File: src/rtl/trace_mem_ctrl_pkg.sv
// Shared constants and state encodings for the trace memory controller.
package trace_mem_ctrl_pkg;

  localparam int TRB_WIDTH      = 32;
  localparam int TRB_DEPTH      = 64;
  localparam int TRB_DELAY_BITS = 16;

  // Capture side: armed until trigger, counting post-trigger words, then frozen.
  typedef enum logic [1:0] {
    T_ARMED  = 2'd0,
    T_POST   = 2'd1,
    T_FROZEN = 2'd2
  } trace_state_t;

  // Replay side: idle, waiting for the host to supply a word, reading the RAM.
  typedef enum logic [1:0] {
    S_IDLE = 2'd0,
    S_WAIT = 2'd1,
    S_READ = 2'd2
  } stream_state_t;

  typedef enum logic {
    MODE_TRACE  = 1'b0,
    MODE_STREAM = 1'b1
  } mode_t;

endpackage

File: src/rtl/trace_mem_ctrl_if.sv
// Tracer/host-facing signal bundle of the trace memory controller.
// Names carry the controller's point of view (_i into it, _o out of it).
interface trace_mem_ctrl_if #(
  parameter int W     = 32,
  parameter int DEPTH = 64,
  parameter int DB    = 16
) ();
  localparam int AW = $clog2(DEPTH);
  localparam int PW = $clog2(W);
  localparam int FW = AW + 1;

  logic          en_i;
  logic          mode_i;
  logic [DB-1:0] trg_delay_i;
  logic          store_i;
  logic [W-1:0]  data_i;
  logic [PW-1:0] event_pos_i;
  logic          trg_event_i;
  logic          req_i;
  logic          host_we_i;
  logic [W-1:0]  host_data_i;

  logic [W-1:0]  data_o;
  logic          load_o;
  logic          trg_event_o;
  logic [AW-1:0] trg_addr_o;
  logic [PW-1:0] trg_pos_o;
  logic [AW-1:0] wr_ptr_o;
  logic [FW-1:0] fill_o;
  logic          host_full_o;

  // Controller side.
  modport slave (
    input  en_i, mode_i, trg_delay_i, store_i, data_i, event_pos_i,
           trg_event_i, req_i, host_we_i, host_data_i,
    output data_o, load_o, trg_event_o, trg_addr_o, trg_pos_o,
           wr_ptr_o, fill_o, host_full_o
  );

  // Tracer/host side.
  modport master (
    output en_i, mode_i, trg_delay_i, store_i, data_i, event_pos_i,
           trg_event_i, req_i, host_we_i, host_data_i,
    input  data_o, load_o, trg_event_o, trg_addr_o, trg_pos_o,
           wr_ptr_o, fill_o, host_full_o
  );
endinterface

File: src/rtl/trace_mem_ctrl_ram.sv
// Simple dual-port RAM: one write port, one synchronous read port with
// one cycle of latency. Read data only changes when a read is issued.
module trb_sdp_ram #(
  parameter int W     = 32,
  parameter int DEPTH = 64
) (
  input  logic                     clk_i,
  input  logic                     we_i,
  input  logic [$clog2(DEPTH)-1:0] waddr_i,
  input  logic [W-1:0]             wdata_i,
  input  logic                     re_i,
  input  logic [$clog2(DEPTH)-1:0] raddr_i,
  output logic [W-1:0]             rdata_o
);
  logic [W-1:0] mem_q [DEPTH];
  logic [W-1:0] rdata_q;

  // Write and registered read share the clock; no reset so it maps onto block RAM.
  // NOTE: storage arrays are deliberately not reset; a reset port would prevent
  // RAM inference and the contents are always written before they are read.
  always_ff @(posedge clk_i) begin
    if (we_i) mem_q[waddr_i] <= wdata_i;
    if (re_i) rdata_q <= mem_q[raddr_i];
  end

  assign rdata_o = rdata_q;
endmodule

File: src/rtl/trace_mem_ctrl.sv
// Memory-side partner of the tracer: a trigger-aware ring buffer in trace
// mode, a host-filled FIFO replayed on request in stream mode.
module trace_mem_ctrl
  import trace_mem_ctrl_pkg::*;
#(
  parameter int W     = TRB_WIDTH,
  parameter int DEPTH = TRB_DEPTH,
  parameter int DB    = TRB_DELAY_BITS
) (
  input  logic            clk_i,
  input  logic            rst_ni,
  trace_mem_ctrl_if.slave bus
);
  localparam int AW = $clog2(DEPTH);
  localparam int PW = $clog2(W);
  localparam int FW = AW + 1;

  trace_state_t  t_state_q, t_state_d;
  stream_state_t s_state_q, s_state_d;
  logic          mode_q;
  logic [AW-1:0] wr_ptr_q, wr_ptr_d;
  logic [AW-1:0] rd_ptr_q, rd_ptr_d;
  logic [FW-1:0] fill_q, fill_d;
  logic [DB-1:0] dly_q, dly_d;
  logic [AW-1:0] trg_addr_q, trg_addr_d;
  logic [PW-1:0] trg_pos_q, trg_pos_d;
  logic          trg_evt_q, trg_evt_d;
  logic          load_q, load_d;
  logic [W-1:0]  data_q, data_d;

  logic          mode_chg;
  logic          host_full;
  logic          wr_acc;
  logic          rd_done;
  logic          ram_we;
  logic [W-1:0]  ram_wdata;
  logic          ram_re;
  logic [W-1:0]  ram_rdata;

  assign mode_chg  = (bus.mode_i != mode_q);
  assign host_full = (fill_q == FW'(DEPTH));

  trb_sdp_ram #(.W(W), .DEPTH(DEPTH)) u_ram (
    .clk_i   (clk_i),
    .we_i    (ram_we),
    .waddr_i (wr_ptr_q),
    .wdata_i (ram_wdata),
    .re_i    (ram_re),
    .raddr_i (rd_ptr_q),
    .rdata_o (ram_rdata)
  );

  // State register for both FSMs and all datapath registers.
  // NOTE: sequential state uses non-blocking assignments so every register
  // samples the pre-edge values, independent of statement order.
  always_ff @(posedge clk_i or negedge rst_ni) begin
    if (!rst_ni) begin
      t_state_q  <= T_ARMED;
      s_state_q  <= S_IDLE;
      mode_q     <= 1'b0;
      wr_ptr_q   <= '0;
      rd_ptr_q   <= '0;
      fill_q     <= '0;
      dly_q      <= '0;
      trg_addr_q <= '0;
      trg_pos_q  <= '0;
      trg_evt_q  <= 1'b0;
      load_q     <= 1'b0;
      data_q     <= '0;
    end else begin
      t_state_q  <= t_state_d;
      s_state_q  <= s_state_d;
      mode_q     <= bus.mode_i;
      wr_ptr_q   <= wr_ptr_d;
      rd_ptr_q   <= rd_ptr_d;
      fill_q     <= fill_d;
      dly_q      <= dly_d;
      trg_addr_q <= trg_addr_d;
      trg_pos_q  <= trg_pos_d;
      trg_evt_q  <= trg_evt_d;
      load_q     <= load_d;
      data_q     <= data_d;
    end
  end

  // Next-state logic for the trace and stream FSMs plus write-port mux.
  // NOTE: every signal driven here gets a default first so no path can
  // leave it unassigned and infer a latch.
  always_comb begin
    t_state_d  = t_state_q;
    s_state_d  = s_state_q;
    wr_ptr_d   = wr_ptr_q;
    rd_ptr_d   = rd_ptr_q;
    fill_d     = fill_q;
    dly_d      = dly_q;
    trg_addr_d = trg_addr_q;
    trg_pos_d  = trg_pos_q;
    trg_evt_d  = trg_evt_q;
    load_d     = 1'b0;
    data_d     = data_q;
    wr_acc     = 1'b0;
    rd_done    = 1'b0;
    ram_we     = 1'b0;
    ram_re     = 1'b0;
    ram_wdata  = (bus.mode_i == MODE_STREAM) ? bus.host_data_i : bus.data_i;

    if (mode_chg) begin
      // Switching personality restarts both sides; RAM contents are kept.
      t_state_d  = T_ARMED;
      s_state_d  = S_IDLE;
      wr_ptr_d   = '0;
      rd_ptr_d   = '0;
      fill_d     = '0;
      dly_d      = '0;
      trg_addr_d = '0;
      trg_pos_d  = '0;
      trg_evt_d  = 1'b0;
      data_d     = '0;
    end else if (bus.en_i) begin
      if (bus.mode_i == MODE_TRACE) begin
        trg_evt_d = (t_state_q == T_FROZEN);
        unique case (t_state_q)
          T_ARMED: begin
            if (bus.store_i) begin
              ram_we   = 1'b1;
              wr_ptr_d = wr_ptr_q + AW'(1);
            end
            if (bus.trg_event_i) begin
              // The trigger belongs to the word being written now, so the
              // pre-increment address is recorded.
              trg_addr_d = wr_ptr_q;
              trg_pos_d  = bus.event_pos_i;
              dly_d      = bus.trg_delay_i;
              t_state_d  = (bus.trg_delay_i == '0) ? T_FROZEN : T_POST;
            end
          end
          T_POST: begin
            if (bus.store_i) begin
              ram_we   = 1'b1;
              wr_ptr_d = wr_ptr_q + AW'(1);
              dly_d    = dly_q - DB'(1);
              if (dly_q == DB'(1)) t_state_d = T_FROZEN;
            end
          end
          T_FROZEN: ;
          default: t_state_d = T_ARMED;
        endcase
      end else begin
        // Host fills the FIFO; a write into a full FIFO is dropped.
        wr_acc = bus.host_we_i && !host_full;
        if (wr_acc) begin
          ram_we   = 1'b1;
          wr_ptr_d = wr_ptr_q + AW'(1);
        end
        unique case (s_state_q)
          S_IDLE: begin
            if (bus.req_i) begin
              if (fill_q != '0) begin
                ram_re    = 1'b1;
                s_state_d = S_READ;
              end else begin
                s_state_d = S_WAIT;
              end
            end
          end
          S_WAIT: begin
            if (fill_q != '0) begin
              ram_re    = 1'b1;
              s_state_d = S_READ;
            end
          end
          S_READ: begin
            data_d    = ram_rdata;
            load_d    = 1'b1;
            rd_ptr_d  = rd_ptr_q + AW'(1);
            rd_done   = 1'b1;
            s_state_d = S_IDLE;
          end
          default: s_state_d = S_IDLE;
        endcase
        unique case ({wr_acc, rd_done})
          2'b10:   fill_d = fill_q + FW'(1);
          2'b01:   fill_d = fill_q - FW'(1);
          default: fill_d = fill_q;
        endcase
      end
    end
  end

  assign bus.data_o      = data_q;
  assign bus.load_o      = load_q;
  assign bus.trg_event_o = trg_evt_q;
  assign bus.trg_addr_o  = trg_addr_q;
  assign bus.trg_pos_o   = trg_pos_q;
  assign bus.wr_ptr_o    = wr_ptr_q;
  assign bus.fill_o      = fill_q;
  assign bus.host_full_o = host_full;
endmodule
File: src/flat_wrapper.sv
// flat-port wrapper written by rule: the top's interface ports become plain ports
module trace_mem_ctrl_flat import trace_mem_ctrl_pkg::*;
#(
  parameter int W     = TRB_WIDTH,
  parameter int DEPTH = TRB_DEPTH,
  parameter int DB    = TRB_DELAY_BITS
)
  (clk_i, rst_ni, bus_en_i, bus_mode_i, bus_trg_delay_i, bus_store_i, bus_data_i, bus_event_pos_i, bus_trg_event_i, bus_req_i, bus_host_we_i, bus_host_data_i, bus_data_o, bus_load_o, bus_trg_event_o, bus_trg_addr_o, bus_trg_pos_o, bus_wr_ptr_o, bus_fill_o, bus_host_full_o);
  trace_mem_ctrl_if #(.W(W), .DEPTH(DEPTH), .DB(DB)) bus_i ();
  input  logic clk_i;
  input  logic rst_ni;
  input wire logic [$bits(bus_i.en_i)-1:0] bus_en_i;
  input wire logic [$bits(bus_i.mode_i)-1:0] bus_mode_i;
  input wire logic [$bits(bus_i.trg_delay_i)-1:0] bus_trg_delay_i;
  input wire logic [$bits(bus_i.store_i)-1:0] bus_store_i;
  input wire logic [$bits(bus_i.data_i)-1:0] bus_data_i;
  input wire logic [$bits(bus_i.event_pos_i)-1:0] bus_event_pos_i;
  input wire logic [$bits(bus_i.trg_event_i)-1:0] bus_trg_event_i;
  input wire logic [$bits(bus_i.req_i)-1:0] bus_req_i;
  input wire logic [$bits(bus_i.host_we_i)-1:0] bus_host_we_i;
  input wire logic [$bits(bus_i.host_data_i)-1:0] bus_host_data_i;
  output wire logic [$bits(bus_i.data_o)-1:0] bus_data_o;
  output wire logic [$bits(bus_i.load_o)-1:0] bus_load_o;
  output wire logic [$bits(bus_i.trg_event_o)-1:0] bus_trg_event_o;
  output wire logic [$bits(bus_i.trg_addr_o)-1:0] bus_trg_addr_o;
  output wire logic [$bits(bus_i.trg_pos_o)-1:0] bus_trg_pos_o;
  output wire logic [$bits(bus_i.wr_ptr_o)-1:0] bus_wr_ptr_o;
  output wire logic [$bits(bus_i.fill_o)-1:0] bus_fill_o;
  output wire logic [$bits(bus_i.host_full_o)-1:0] bus_host_full_o;
  assign bus_i.en_i = bus_en_i;
  assign bus_i.mode_i = bus_mode_i;
  assign bus_i.trg_delay_i = bus_trg_delay_i;
  assign bus_i.store_i = bus_store_i;
  assign bus_i.data_i = bus_data_i;
  assign bus_i.event_pos_i = bus_event_pos_i;
  assign bus_i.trg_event_i = bus_trg_event_i;
  assign bus_i.req_i = bus_req_i;
  assign bus_i.host_we_i = bus_host_we_i;
  assign bus_i.host_data_i = bus_host_data_i;
  assign bus_data_o = bus_i.data_o;
  assign bus_load_o = bus_i.load_o;
  assign bus_trg_event_o = bus_i.trg_event_o;
  assign bus_trg_addr_o = bus_i.trg_addr_o;
  assign bus_trg_pos_o = bus_i.trg_pos_o;
  assign bus_wr_ptr_o = bus_i.wr_ptr_o;
  assign bus_fill_o = bus_i.fill_o;
  assign bus_host_full_o = bus_i.host_full_o;
  trace_mem_ctrl #(.W(W), .DEPTH(DEPTH), .DB(DB)) u_core (.clk_i(clk_i), .rst_ni(rst_ni), .bus(bus_i));
endmodule
File: config.mk
export PLATFORM = sky130hd
export DESIGN_NAME = trace_mem_ctrl_flat
export DESIGN_NICKNAME = d
export VERILOG_FILES = /design/src/rtl/trace_mem_ctrl_pkg.sv /design/src/rtl/trace_mem_ctrl_if.sv /design/src/rtl/trace_mem_ctrl_ram.sv /design/src/rtl/trace_mem_ctrl.sv /design/src/flat_wrapper.sv
export SDC_FILE = /design/constraint.sdc
export NUM_CORES = 2
export LEC_CHECK = 0
export BUFFER_PORTS_ARGS = -buffer_cell sky130_fd_sc_hd__buf_4
export CORE_MARGIN = 1.5
export CORE_UTILIZATION = 58
export CTS_CLUSTER_DIAMETER = 30
export DETAILED_ROUTE_END_ITERATION = 16
export PLACE_DENSITY = 0.7
export RECOVER_POWER = 50
export SLEW_MARGIN = 15
export SYNTH_ARGS = -nofsm -noshare
export SYNTH_HDL_FRONTEND = slang
export SYNTH_HIERARCHICAL = 1
export SYNTH_SLANG_ARGS = --single-unit
File: constraint.sdc
create_clock -name clk_i -period 7.88 [get_ports clk_i]
set_input_delay 0.788 -clock clk_i [delete_from_list [all_inputs] [get_ports clk_i]]
set_output_delay 0.788 -clock clk_i [all_outputs]
set_load 0.05 [all_outputs]
[Word level (Yosys, flattened, before mapping)]
Memories as Yosys holds them, arrays and structs flattened. A register that Yosys moved wholly into a read port is not among the register bits.
Cells that the tools add are included.
Word-level totals
  bits in registers: 85
  bits in writable memories: 2048
  output and inout port bits: 59
  word-level logic and storage cells: 133
  memories kept: 1
Memories
  u_core.u_ram.mem_q: words 64, width 32, rd ports 1, clocked after memory_dff 1, wr ports 1, line trace_mem_ctrl_ram.sv:15  | logic [W-1:0] mem_q [DEPTH];
Cells by class
  add/subtract/negate cells: 5
  eq/ne operators: 17
  mux-type cells: 74
  reductions and logical operators: 24
Operators by type and width (number)
  2-to-1 mux 32 bit: 5
  2-to-1 mux 6 bit: 15
  2-to-1 mux 16 bit: 5
  case mux 16 bit (2 select lines): 1
  2-to-1 mux 2 bit: 13
  2-to-1 mux 5 bit: 5
  2-to-1 mux 1 bit: 23
  2-to-1 mux 7 bit: 3
  equality test 16 x 1 -> 1 bit (second input constant): 1
  zero test 16 bit: 1
  subtractor 16 x 1 -> 16 bit (second input constant): 1
  case mux 7 bit (2 select lines): 1
  adder 6 x 1 -> 6 bit (second input constant): 2
  AND reduction 4 bit: 3
  nonzero test 3 bit: 4
  nonzero test 2 bit: 5
  != test 3 x 1 -> 1 bit (second input constant): 3
  != test 3 x 2 -> 1 bit (second input constant): 3
  adder 7 x 1 -> 7 bit (second input constant): 1
  equality test 7 bit (second input constant): 1
  nonzero test 7 bit: 1
  subtractor 7 x 1 -> 7 bit (second input constant): 1
  equality test 2 x 1 -> 1 bit (second input constant): 3
  equality test 2 bit (second input constant): 3
  other kinds (13): 16

[Logic depth before layout (Yosys ltp)]
  depth in word-level cells: 10
  gate-level depth with buffers: 11
  gate-level depth less buffers: 9

[By module]
Netlist, hierarchy kept.
Modules (own cells, without submodules)
  trb_sdp_ram: times used 1, cells an instance 3324, area each 78833.1 sq um, seq. area each 62459.9 sq um
  trace_mem_ctrl: times used 1, cells an instance 548, area each 4778.3 sq um, seq. area each 2127.0 sq um

[Worst setup path after synthesis]
OpenSTA, ideal clock, no wires.
  path kind: input to register
  start point: in bus_mode_i
  end point: mem u_core.u_ram.mem_q[49][0], enable pin
  setup time: 461 ps
  data arrival time: 5387 ps
  slack: 2032 ps
  cell stages on the path: 11
  path buffers: 5
  cell sequence: clkbuf_1 buf_1 inv_1 ha_1 clkbuf_1 clkbuf_1 clkbuf_1 a211oi_1 nor2b_1 nand4_1 nor3_1
Between the ends
  longest elaborated chain between the ends: 5
  elaborated cells between the ends (all ways): 6
  classes of those cells: 1 x eq/ne; 5 x mux
Ends and longest elaborated chain
  from (decl): line flat_wrapper.sv:13  | input wire logic [$bits(bus_i.mode_i)-1:0] bus_mode_i;
  2-to-1 mux 1 bit: line trace_mem_ctrl.sv:120  | if (bus.mode_i == MODE_TRACE) begin
  2-to-1 mux 1 bit: line trace_mem_ctrl.sv:119  | end else if (bus.en_i) begin
  2-to-1 mux 1 bit *: line trace_mem_ctrl.sv:107  | if (mode_chg) begin
  net u_core.ram_we: line trace_mem_ctrl.sv:35  | logic ram_we;
  2-to-1 mux 1 bit *: line trace_mem_ctrl_ram.sv:22  | if (we_i) mem_q[waddr_i] <= wdata_i;
  2-to-1 mux 1 bit (implied by the code) *: line trace_mem_ctrl_ram.sv:22
  to (decl): line trace_mem_ctrl_ram.sv:15
The timed path passes the listed nets; every way through them passes the cells marked *.

==> load_flow_metrics.sql <==
INSERT INTO impl_metrics (metric_group, metric, value, unit) VALUES
('run_status', 'status', 'finished with violations', ''),
('run_status', 'violations', 'capacitance limit, slew limit', ''),
('sta', 'report.final.slew_viol_count', '2204', ''),
('global_routing', 'grt_first_pass_wirelength', '312100', 'um'),
('setup_path', 'arrival', '5010', 'ps'),
('floorplan', 'die-area', '146400', 'um2'),
('pwr', 'power-per-cell-area', '355.9', 'nW/um2'),
('drt', 'first_iter_violations', '5873', ''),
('layout', 'post_route_cells_drive_above_1_share', '31.23', '%'),
('sta', 'finClkSkew', '50.73', 'ps'),
('layout', 'filler_cell_count', '8375', ''),
('drt', 'route.detailed.drc', '0', ''),
('synth', 'syn_nets', '3977', ''),
('global_routing', 'grt_usage', '30.33', '%'),
('clock_tree', 'worst_setup_hold_path_clk_slew', '50', 'ps'),
('layout', 'multiInputGateArea', '18450', 'um2'),
('sta', 'finalHoldViolations', '0', ''),
('clock_tree', 'clk-insertion-delay-late', '930', 'ps'),
('synth', 'postSynth.topFlopCell', 'sky130_fd_sc_hd__edfxtp_1', ''),
('synth', 'syn-mean-instance-area', '21.59', 'um2'),
('sta', 'post-route-period-util', '68.20', '%'),
('floorplan', 'die_width', '382.7', 'um'),
('setup_path', 'crit_start', 'rst_ni', ''),
('sta', 'max_clock_freq', '186.1', 'MHz'),
('placed_design', 'hpwl_reported_at_the_end_of_detailed_placement', '118400', 'um'),
('floorplan', 'core_region_area', '143300', 'um2'),
('setup_path', 'critical_register_to_register_path_startpoint', 'u_core/mode_q$_DFF_PN0_', ''),
('synth', 'syn_inst', '3872', ''),
('layout', 'post_layout_inst_area', '100100', 'um2'),
('floorplan', 'design.portCount', '152', ''),
('synth', 'synth-compound-area-share', '2.394', '%'),
('clock_tree', 'ctsHtreeMaxLevel', '5', ''),
('pwr', 'power_frac_clock', '45.3', '%'),
('min_path', 'min_path_type', 'primary input to register', ''),
('layout', 'final_nets', '4391', ''),
('setup_path', 'r2r-end', 'u_core/bus.fill_o[6]$_DFFE_PN0P_', ''),
('synth', 'synth-edff-count', '2080', ''),
('drt', 'drt_wl_total', '220400', 'um'),
('sta', 'worst-slew-pin-transition', '4215', 'ps'),
('pwr', 'power_report.internal_total', '25.86', 'mW'),
('global_routing', 'grt_max_degree', '116', ''),
('clock_tree', 'clockRootBuffer', 'sky130_fd_sc_hd__clkbuf_16', ''),
('pwr', 'net_switching_component_of_the_power', '9.747', 'mW'),
('setup_path', 'worst-setup-path-type', 'primary input to async pin', ''),
('drt', 'ant_nets', '0', ''),
('sta', 'finalSetupTns', '0', 'ps'),
('drt', 'vias_per_cell', '6.679', ''),
('placed_design', 'dp.cells', '5798', ''),
('synth', 'yosys_register_bits', '2165', ''),
('synth', 'synth_simple_gate_area_share', '2.581', '%'),
('sta', 'finalCriticalPeriod', '5374', 'ps'),
('setup_path', 'worst_setup_path_start_kind', 'primary input', ''),
('flow_run', 'max_cap_viol', '34', ''),
('pwr', 'power.leakage', '32.10', 'nW'),
('pwr', 'worst_ir_drop_vdd', '0.4079', 'mV'),
('setup_path', 'crit_path_end_kind', 'async pin', ''),
('placed_design', 'place.port_buffers', '151', ''),
('layout', 'register_area', '64600', 'um2'),
('setup_path', 'reg2reg_path_depth', '9', ''),
('global_routing', 'grt_overflow_total', '0', ''),
('pwr', 'seq_power_share', '37.2', '%'),
('synth', 'ys.warnings.count', '6', ''),
('floorplan', 'std_cell_rows', '139', ''),
('sta', 'grt_setup_unrepaired', 'false', ''),
('layout', 'syn2layout_area_growth', '19.66', '%'),
('layout', 'finalNonFillerCells', '6494', ''),
('clock_tree', 'tritoncts', 'built', ''),
('setup_path', 'reg2reg_slack', '2760', 'ps'),
('synth', 'synth_top_family_by_area', 'multiplexers', ''),
('pwr', 'power_frac_comb', '17.5', '%'),
('clock_tree', 'cts-resized-gates', '0', '');
## repair_timing
item | 4_1_cts | 5_1_grt
hold endpoints to repair | 22 | 0
hold buffers | 1 | 0
setup buffers | 0 | 0
## worst min path at each step
stage,start,end,slack (ps),cells after the start
4_1_cts,bus_event_pos_i[4],u_core/bus.trg_pos_o[4]$_DFFE_PN0P_,80,3
6_report,bus_event_pos_i[1],u_core/bus.trg_pos_o[1]$_DFFE_PN0P_,130,3
5_1_grt,bus_event_pos_i[1],u_core/bus.trg_pos_o[1]$_DFFE_PN0P_,110,3
3_3_place_gp,u_core/bus.data_o[5]$_DFFE_PN0P_,u_core/bus.data_o[5]$_DFFE_PN0P_,450,2
3_5_place_dp,u_core/bus.data_o[5]$_DFFE_PN0P_,u_core/bus.data_o[5]$_DFFE_PN0P_,460,2
2_1_floorplan,u_core/dly_q[6]$_DFFE_PN0P_,u_core/dly_q[6]$_DFFE_PN0P_,460,2
## final cells by class
class / instances / area share, %
flip-flops and latches: 2165 / 64.57
clock inverters: 251 / 2.810
multi-input cells: 1475 / 18.44
diodes: 5 / 0.01251
repair buffers: 251 / 1.857
clock buffers: 431 / 9.884
well taps: 1903 / 2.380
inverters: 13 / 0.04877
## metal layers
| layer | routed length (um) | track usage, % |
|---|---|---|
| met1 | 81210 | 42.88 |
| met2 | 104000 | 46.32 |
| met3 | 26550 | 8.046 |
| met4 | 8532 | 10.86 |
| met5 | 41 | 0 |
## critical path: stages
cell,delay [ps]
sky130_fd_sc_hd__dlygate4sd3_1,520
sky130_fd_sc_hd__clkbuf_1,970
sky130_fd_sc_hd__clkbuf_1,2650
## cells by family after synthesis
logic type,Yosys count
xor+xnor,3
flops,2165
simple gates,465
mux,675
compound gates,320
buf+inv,232
fa+ha+maj,12
## state kept, by name (all words and copies together), names as in the netlist
name,count
u_core/u_ram/mem_q,2048
u_core/bus.data_o,32
u_core/u_ram/rdata_o,32
u_core/dly_q,16
u_core/bus.fill_o,7
u_core/bus.trg_addr_o,6
u_core/bus.wr_ptr_o,6
u_core/rd_ptr_q,6
u_core/bus.trg_pos_o,5
u_core/s_state_q,2
u_core/t_state_q,2
u_core/bus.load_o,1
u_core/bus.trg_event_o,1
u_core/mode_q,1
## through the flow
stage	utilization [%]	worst slack (ps)	hold slack, ps
after floorplan	-	2032	461.7
after global placement	61.02	2409	452.0
after detailed placement	61.03	2462	461.5
after CTS	69.90	3208	80.16
after global routing	69.81	1546	114.6
final	69.82	2506	131.0
## synth_stat cells, drive strengths merged, types with 4 or more instances
cell type  instances  area share, %
a41o               4          0.048
dfrtp             85            2.5
mux2i             96            1.1
inv               12          0.054
nor2             166           0.75
clkbuf           109           0.49
a22o               4          0.042
or2                6          0.045
a21o               4          0.036
o31ai              5          0.045
mux2              35           0.47
mux4             544             15
nor2b             18           0.13
o32ai              4          0.042
or3                6          0.045
nand2            139           0.62
and3              11          0.082
a22oi             14           0.13
o22ai             85           0.64
nand3b             5          0.045
nor4              12          0.090
or4                5          0.054
edfxtp          2080             75
a311oi             9          0.094
a21oi             89           0.53
or3b               6          0.063
buf              110           0.74
nand2b            12          0.090
nand3             13          0.084
nor3              21           0.13
o21ai             59           0.35
nand4             36           0.27
ha                11           0.16
o221ai            27           0.28
## power groups by stage
stage               clock network (mW)  logic (mW)  registers (mW)
floorplan                            0        3.91            13.4
global placement                     0        6.07            13.4
detailed placement                   0        6.12            13.4
CTS                               16.3        6.20            13.2
global route                      16.8        6.47            13.3
finish                            16.1        6.22            13.2
## placed cells by master (no fill, tap or decap), types with 62 or more instances in the layout
cell type                   netlist  final
sky130_fd_sc_hd__mux4_2         544    544
sky130_fd_sc_hd__o22ai_1         85     85
sky130_fd_sc_hd__a21oi_1         89     89
sky130_fd_sc_hd__dfrtp_1         85     81
sky130_fd_sc_hd__mux2i_1         96     96
sky130_fd_sc_hd__nor2_1         166    104
sky130_fd_sc_hd__edfxtp_1      2080   2080
sky130_fd_sc_hd__clkbuf_1       109    105
sky130_fd_sc_hd__nand2_1        139    139
sky130_fd_sc_hd__clkbuf_16        0    387
sky130_fd_sc_hd__nor2_4           0     62
sky130_fd_sc_hd__buf_4           24    169
(Power assumes the default switching activity.)
